## src/rtl/asine_pkg.sv

```systemverilog
// Shared sine definitions: the 256-entry offset-binary sine table, rising-segment
// constants and the inverse-lookup FSM state encoding.
package asine_pkg;

    localparam int DATA_W = 32'd8;

    localparam logic [7:0] SEG_BASE     = 8'd192;
    localparam logic [8:0] SEG_LEN      = 9'd129;
    localparam logic [3:0] SEARCH_ITERS = 4'd8;

    typedef enum logic [1:0] {
        IDLE   = 2'd0,
        SEARCH = 2'd1,
        DONE   = 2'd2
    } asine_state_e;

    // round(128 + 127*sin(2*pi*i/256)), shared with the forward sine lookup
    localparam logic [7:0] SINETABLE_256 [0:255] = '{
        8'd128, 8'd131, 8'd134, 8'd137, 8'd140, 8'd144, 8'd147, 8'd150,
        8'd153, 8'd156, 8'd159, 8'd162, 8'd165, 8'd168, 8'd171, 8'd174,
        8'd177, 8'd179, 8'd182, 8'd185, 8'd188, 8'd191, 8'd193, 8'd196,
        8'd199, 8'd201, 8'd204, 8'd206, 8'd209, 8'd211, 8'd213, 8'd216,
        8'd218, 8'd220, 8'd222, 8'd224, 8'd226, 8'd228, 8'd230, 8'd232,
        8'd234, 8'd235, 8'd237, 8'd239, 8'd240, 8'd241, 8'd243, 8'd244,
        8'd245, 8'd246, 8'd248, 8'd249, 8'd250, 8'd250, 8'd251, 8'd252,
        8'd253, 8'd253, 8'd254, 8'd254, 8'd254, 8'd255, 8'd255, 8'd255,
        8'd255, 8'd255, 8'd255, 8'd255, 8'd254, 8'd254, 8'd254, 8'd253,
        8'd253, 8'd252, 8'd251, 8'd250, 8'd250, 8'd249, 8'd248, 8'd246,
        8'd245, 8'd244, 8'd243, 8'd241, 8'd240, 8'd239, 8'd237, 8'd235,
        8'd234, 8'd232, 8'd230, 8'd228, 8'd226, 8'd224, 8'd222, 8'd220,
        8'd218, 8'd216, 8'd213, 8'd211, 8'd209, 8'd206, 8'd204, 8'd201,
        8'd199, 8'd196, 8'd193, 8'd191, 8'd188, 8'd185, 8'd182, 8'd179,
        8'd177, 8'd174, 8'd171, 8'd168, 8'd165, 8'd162, 8'd159, 8'd156,
        8'd153, 8'd150, 8'd147, 8'd144, 8'd140, 8'd137, 8'd134, 8'd131,
        8'd128, 8'd125, 8'd122, 8'd119, 8'd116, 8'd112, 8'd109, 8'd106,
        8'd103, 8'd100, 8'd97,  8'd94,  8'd91,  8'd88,  8'd85,  8'd82,
        8'd79,  8'd77,  8'd74,  8'd71,  8'd68,  8'd65,  8'd63,  8'd60,
        8'd57,  8'd55,  8'd52,  8'd50,  8'd47,  8'd45,  8'd43,  8'd40,
        8'd38,  8'd36,  8'd34,  8'd32,  8'd30,  8'd28,  8'd26,  8'd24,
        8'd22,  8'd21,  8'd19,  8'd17,  8'd16,  8'd15,  8'd13,  8'd12,
        8'd11,  8'd10,  8'd8,   8'd7,   8'd6,   8'd6,   8'd5,   8'd4,
        8'd3,   8'd3,   8'd2,   8'd2,   8'd2,   8'd1,   8'd1,   8'd1,
        8'd1,   8'd1,   8'd1,   8'd1,   8'd2,   8'd2,   8'd2,   8'd3,
        8'd3,   8'd4,   8'd5,   8'd6,   8'd6,   8'd7,   8'd8,   8'd10,
        8'd11,  8'd12,  8'd13,  8'd15,  8'd16,  8'd17,  8'd19,  8'd21,
        8'd22,  8'd24,  8'd26,  8'd28,  8'd30,  8'd32,  8'd34,  8'd36,
        8'd38,  8'd40,  8'd43,  8'd45,  8'd47,  8'd50,  8'd52,  8'd55,
        8'd57,  8'd60,  8'd63,  8'd65,  8'd68,  8'd71,  8'd74,  8'd77,
        8'd79,  8'd82,  8'd85,  8'd88,  8'd91,  8'd94,  8'd97,  8'd100,
        8'd103, 8'd106, 8'd109, 8'd112, 8'd116, 8'd119, 8'd122, 8'd125
    };

    // Segment index k (0..128) to table phase; the 8-bit add wraps modulo 256.
    function automatic logic [7:0] seg_phase(input logic [7:0] k);
        return k + SEG_BASE;
    endfunction

endpackage

```

## src/rtl/asine_if.sv

```systemverilog
// Request/response handshake bundle between an amplitude source, the inverse
// sine block and the phase consumer.
interface asine_if
    import asine_pkg::*;
#(
    parameter int DW = DATA_W
) ();

    logic          in_valid;
    logic          in_ready;
    logic [DW-1:0] amp;
    logic          out_valid;
    logic          out_ready;
    logic [DW-1:0] phase;
    logic          clipped;

    modport master (
        output in_valid, amp, out_ready,
        input  in_ready, out_valid, phase, clipped
    );

    modport slave (
        input  in_valid, amp, out_ready,
        output in_ready, out_valid, phase, clipped
    );

endinterface

```

## src/rtl/asine.sv

```systemverilog
// Inverse sine: fixed 8-step binary search over the rising half of the shared
// sine table, returning the smallest phase whose entry is >= the amplitude.
module asine
    import asine_pkg::*;
#(
    parameter int DW = 8
) (
    input  logic   clk,
    input  logic   nreset,
    asine_if.slave bus
);

    if (DW != 8) begin : g_unsupported
        $error("asine: unsupported DW=%0d, only DW=8 is implemented", DW);
    end

    asine_state_e  state_r;
    asine_state_e  state_nx_s;
    logic [DW-1:0] amp_r;
    logic [DW-1:0] phase_r;
    logic          clipped_r;
    logic [7:0]    lo_r;
    logic [7:0]    hi_r;
    logic [3:0]    it_r;
    logic [7:0]    mid_s;
    logic [7:0]    probe_s;
    logic [7:0]    lo_step_s;
    logic [7:0]    hi_step_s;
    logic          last_step_s;

    // One search step: probe the window midpoint and halve the window towards the answer.
    always_comb begin
        mid_s       = 8'(({1'b0, lo_r} + {1'b0, hi_r}) >> 1);
        probe_s     = SINETABLE_256[seg_phase(mid_s)];
        lo_step_s   = lo_r;
        hi_step_s   = hi_r;
        last_step_s = (it_r == (SEARCH_ITERS - 4'd1));
        if (lo_r == hi_r) begin
            lo_step_s = lo_r;
            hi_step_s = hi_r;
        end else if (probe_s >= amp_r) begin
            hi_step_s = mid_s;
        end else begin
            lo_step_s = mid_s + 8'd1;
        end
    end

    // Next-state decode: accept in IDLE, fixed step count in SEARCH, hold in DONE.
    always_comb begin
        state_nx_s = state_r;
        case (state_r)
            IDLE: begin
                if (bus.in_valid) begin
                    state_nx_s = SEARCH;
                end else begin
                    state_nx_s = IDLE;
                end
            end
            SEARCH: begin
                if (last_step_s) begin
                    state_nx_s = DONE;
                end else begin
                    state_nx_s = SEARCH;
                end
            end
            DONE: begin
                if (bus.out_ready) begin
                    state_nx_s = IDLE;
                end else begin
                    state_nx_s = DONE;
                end
            end
            default: state_nx_s = IDLE;
        endcase
    end

    // State register.
    always_ff @(posedge clk) begin
        if (nreset) begin
            state_r <= IDLE;
        end else begin
            state_r <= state_nx_s;
        end
    end

    // Search window, captured amplitude and the result registers.
    always_ff @(posedge clk) begin
        if (nreset) begin
            amp_r     <= {DW{1'b0}};
            lo_r      <= 8'd0;
            hi_r      <= 8'd0;
            it_r      <= 4'd0;
            phase_r   <= {DW{1'b0}};
            clipped_r <= 1'b0;
        end else begin
            case (state_r)
                IDLE: begin
                    if (bus.in_valid) begin
                        amp_r <= bus.amp;
                        lo_r  <= 8'd0;
                        hi_r  <= 8'(SEG_LEN - 9'd1);
                        it_r  <= 4'd0;
                    end
                end
                SEARCH: begin
                    lo_r <= lo_step_s;
                    hi_r <= hi_step_s;
                    it_r <= it_r + 4'd1;
                    // The window has collapsed by the last step, so lo is the answer.
                    if (last_step_s) begin
                        phase_r   <= seg_phase(lo_step_s);
                        clipped_r <= (amp_r == {DW{1'b0}});
                    end
                end
                DONE: begin
                    amp_r <= amp_r;
                end
                default: begin
                    amp_r <= amp_r;
                end
            endcase
        end
    end

    assign bus.in_ready  = (state_r == IDLE);
    assign bus.out_valid = (state_r == DONE);
    assign bus.phase     = phase_r;
    assign bus.clipped   = clipped_r;

endmodule

```

## src/flat_wrapper.sv

```systemverilog
// flat-port wrapper written by rule: the top's interface ports become plain ports
module asine_flat import asine_pkg::*;
#(
    parameter int DW = 8
)
  (clk, nreset, bus_in_valid, bus_amp, bus_out_ready, bus_in_ready, bus_out_valid, bus_phase, bus_clipped);
  asine_if #(.DW(DW)) bus_i ();
  input  logic clk;
  input  logic nreset;
  input wire logic [$bits(bus_i.in_valid)-1:0] bus_in_valid;
  input wire logic [$bits(bus_i.amp)-1:0] bus_amp;
  input wire logic [$bits(bus_i.out_ready)-1:0] bus_out_ready;
  output wire logic [$bits(bus_i.in_ready)-1:0] bus_in_ready;
  output wire logic [$bits(bus_i.out_valid)-1:0] bus_out_valid;
  output wire logic [$bits(bus_i.phase)-1:0] bus_phase;
  output wire logic [$bits(bus_i.clipped)-1:0] bus_clipped;
  assign bus_i.in_valid = bus_in_valid;
  assign bus_i.amp = bus_amp;
  assign bus_i.out_ready = bus_out_ready;
  assign bus_in_ready = bus_i.in_ready;
  assign bus_out_valid = bus_i.out_valid;
  assign bus_phase = bus_i.phase;
  assign bus_clipped = bus_i.clipped;
  asine #(.DW(DW)) u_core (.clk(clk), .nreset(nreset), .bus(bus_i));
endmodule
```

## config.mk

```make
export PLATFORM = sky130hd
export DESIGN_NAME = asine_flat
export DESIGN_NICKNAME = d
export VERILOG_FILES = /design/src/rtl/asine_pkg.sv /design/src/rtl/asine_if.sv /design/src/rtl/asine.sv /design/src/flat_wrapper.sv
export SDC_FILE = /design/constraint.sdc
export NUM_CORES = 1
export LEC_CHECK = 0
export ABC_AREA = 1
export CAP_MARGIN = 15
export CORE_UTILIZATION = 60
export DETAILED_ROUTE_END_ITERATION = 12
export PLACE_DENSITY = 0.8
export SLEW_MARGIN = 20
export SYNTH_ARGS = -nofsm -noshare
export SYNTH_HDL_FRONTEND = slang
export SYNTH_SLANG_ARGS = --single-unit
```

## constraint.sdc

```tcl
create_clock -name clk -period 4.5 [get_ports clk]
set_input_delay 0.9 -clock clk [delete_from_list [all_inputs] [get_ports clk]]
set_output_delay 0.9 -clock clk [all_outputs]
set_load 0.01 [all_outputs]
```

==> impl_metrics.py, run 1 <==
metrics = {
    "status": {
        "outcome": "finished, final reports clean",
    },
    "sta": {
        "hold_violations": 0,
        "final.setup.worst_slack_ps": 213,
        "period_share": 0.953,
        "finalSetupViolCount": 0,
        "max-slew-margin-rel": 0.392,
        "slew_violations": 0,
        "final.min_clock_period_ps": 4290,
        "worstMarginPinSlew_ps": 909,
        "max_freq_mhz": 233,
        "tns_ps": 0,
        "skew_ps": 9.31,
        "rsz0062_at_grt": "false",
    },
    "setup_path": {
        "worst_setup_path_end_kind": "flop",
        "worst_ep_arrival_time_ps": 4490,
        "crit_fanout": 10,
        "cp_slowest_cell": "fa_1",
        "crit_path_max_incr_delay_ps": 380,
        "path_common_cell": "nand2_1",
        "path_class": "flop to flop",
        "ff2ff_setup_slack_ps": 210,
        "crit_required_ps": 4700,
        "start_kind": "flop",
    },
    "layout": {
        "stdcell_area_um2": 4650,
        "nets": 799,
        "syn_to_final_growth_pct": 10.7,
        "diodes": 0,
        "drive_gt1_frac": 0.0980,
    },
    "grt": {
        "gr-max-usage-layer": "met2",
        "grt_pass1_vias": 4623,
        "grtUsageMet3": 0.0616,
        "grt_pass1_wl_mm": 22.0,
        "grtUsageMet2": 0.625,
        "antenna_found_initial": 0,
        "track_usage": 0.378,
        "grt_max_degree": 26,
        "grt_use_met1": 0.484,
        "overflow": 0,
    },
    "clocking": {
        "insertion_delay_ps": 300,
        "cts.repair.resized": 0,
        "cts-root-buf": "clkbuf_8",
        "clk_path_buf_depth": 2,
        "cts_tree": "done",
        "htree_levels": 2,
        "cts_setup_buffers": 0,
        "cts-buffers-inserted": 5,
        "clk_pin_slew_ps": 90,
        "cts-hold-fix-buffers": 0,
        "cts.sinks": 39,
    },
    "floorplanning": {
        "initial_core_util": 0.618,
        "die_height_um": 85.7,
        "row_count": 30,
        "ioPinCount": 23,
        "die_w_um": 85.7,
        "die_area_um2": 7340,
        "fp.coreArea_um2": 6790,
    },
    "yosys": {
        "syn_avg_cell_area_um2": 5.76,
        "async_reset_ff_frac": 0,
        "synth_simple_gate_area_frac": 0.441,
        "synthMuxAreaShare": 0,
        "yosysUniqueCellTypes": 43,
        "synth_top_family_by_area": "simple AND/OR/NAND/NOR gates",
        "synthCells": 729,
        "synth-xor-area-share": 0.00209,
        "synth_area_leaders": "nand2_1, dfxtp_1, ha_1, nand3_1, a21oi_1",
        "synth-compound-area-share": 0.161,
        "synth.most_common_cell": "nand2_1",
        "synth_flop_cell": "dfxtp_1",
        "synth_seq_cells": 39,
        "yosysWarnings": 0,
        "synth_adder_area_share": 0.100,
        "yosys.area.top_type": "nand2_1",
        "yosysSeqAreaShare": 0.186,
        "synth_edf_count": 0,
        "synth_area_um2": 4200,
        "yosysTopAreaCellShare": 0.223,
        "synth_commonest_cells": "nand2_1, nand3_1, inv_1, nor2_1, a21oi_1",
        "synth_fp_nets": 774,
    },
    "route": {
        "drtAntennaViolNets": 0,
        "wire_per_inst_um": 16.1,
        "drc": 0,
        "vias": 5104,
        "finalWirelength_mm": 13.7,
        "drt_iter0_drc": 668,
        "dr.pass1.iters": 8,
        "via_per_inst": 6.00,
    },
    "placed_design": {
        "place.gp.congestion": 1.03,
        "preCtsSetupSlack_ps": 148,
        "placed_area_um2": 4540,
        "numPortBuffers": 22,
        "dp_hpwl_mm": 10.3,
    },
    "hold_path": {
        "hp-class": "flop to flop",
    },
    "job": {
        "maxCapViolations": 0,
    },
}
## through the flow
step,cells,hold slack [ps],utilization
finish,851,469,0.684
global route,851,489,0.684
CTS,851,471,0.682
detailed placement,843,457,0.668
global placement,843,455,0.668
floorplan,729,449,-
## final cells by class
class	count	area [µm²]
clock buffers	5	68.8
repair buffers	43	378
well taps	96	120
flip-flops and latches	39	781
inverters	80	307
multi-input cells	585	2970
clock inverters	3	23.8
fillers	627	2140
## layout by cell type (no fill, tap or decap), types with 5 or more instances in the layout
cell type	Yosys	layout
nand2_1	249	248
nand3_1	76	75
nor2_1	64	64
inv_1	64	63
a21oi_1	54	54
dfxtp_1	39	39
o21ai_0	33	33
ha_1	32	31
clkdlybuf4s50_1	0	22
buf_4	7	21
o21ai_1	19	19
inv_2	10	10
nand2_2	9	9
nand3_2	5	6
nand4_1	6	6
nand2_4	4	5
clkbuf_8	0	5
## flip-flops by register name (all words and copies together), names as in the netlist
register and count:
u_core.amp_r 8, u_core.bus.clipped 1, u_core.bus.phase 8, u_core.hi_r 8, u_core.it_r 4, u_core.lo_r 8, u_core.state_r 2
## critical path: cells and delay by family (launching register included)
kind	cells	cell delay (ps)
compound gates	1	290
fa+ha+maj	5	1270
buf+inv	7	630
flops	1	360
simple gates	16	1620
## worst paths after layout
path,from,end,depth (start not counted)
hold reg to reg,u_core.bus.clipped,u_core.bus.clipped,2
setup / recovery,u_core.lo_r[0],u_core.bus.phase[7],29
hold / removal,u_core.bus.clipped,u_core.bus.clipped,2
setup reg to reg,u_core.lo_r[0],u_core.bus.phase[7],29
## metal layers
metal / up-vias / part of all wire / routed length [µm]
met4: 0 / 0.044 / 595
met2: 310 / 0.46 / 6270
met5: - / 0 / 0
met1: 2309 / 0.40 / 5470
met3: 69 / 0.097 / 1330
li1: 2416 / - / -
## cell families (layout without fill, tap and decap cells)
group | after synthesis | count (layout)
DFF | 39 | 39
AOI/OAI and AO/OA | 125 | 125
and+or+nand+nor | 426 | 426
adders and majority gates | 33 | 33
buffers and inverters | 105 | 131
xor gates and xnor gates | 1 | 1
Power of run 1 is not shown: default switching activity piles up to over one toggle a cycle in this logic, so the estimate is an artifact.
==> run 2, diff against run 1 <==
--- a/config.mk
+++ b/config.mk
@@ -14,3 +14,4 @@
 export SYNTH_ARGS = -nofsm -noshare
 export SYNTH_HDL_FRONTEND = slang
 export SYNTH_SLANG_ARGS = --single-unit
+export TNS_END_PERCENT = 5
==> results of run 2 <==
Same layout as run 1: the final DEF is identical, and so are final timing and power.
Power of run 2 is left out for the same reason.
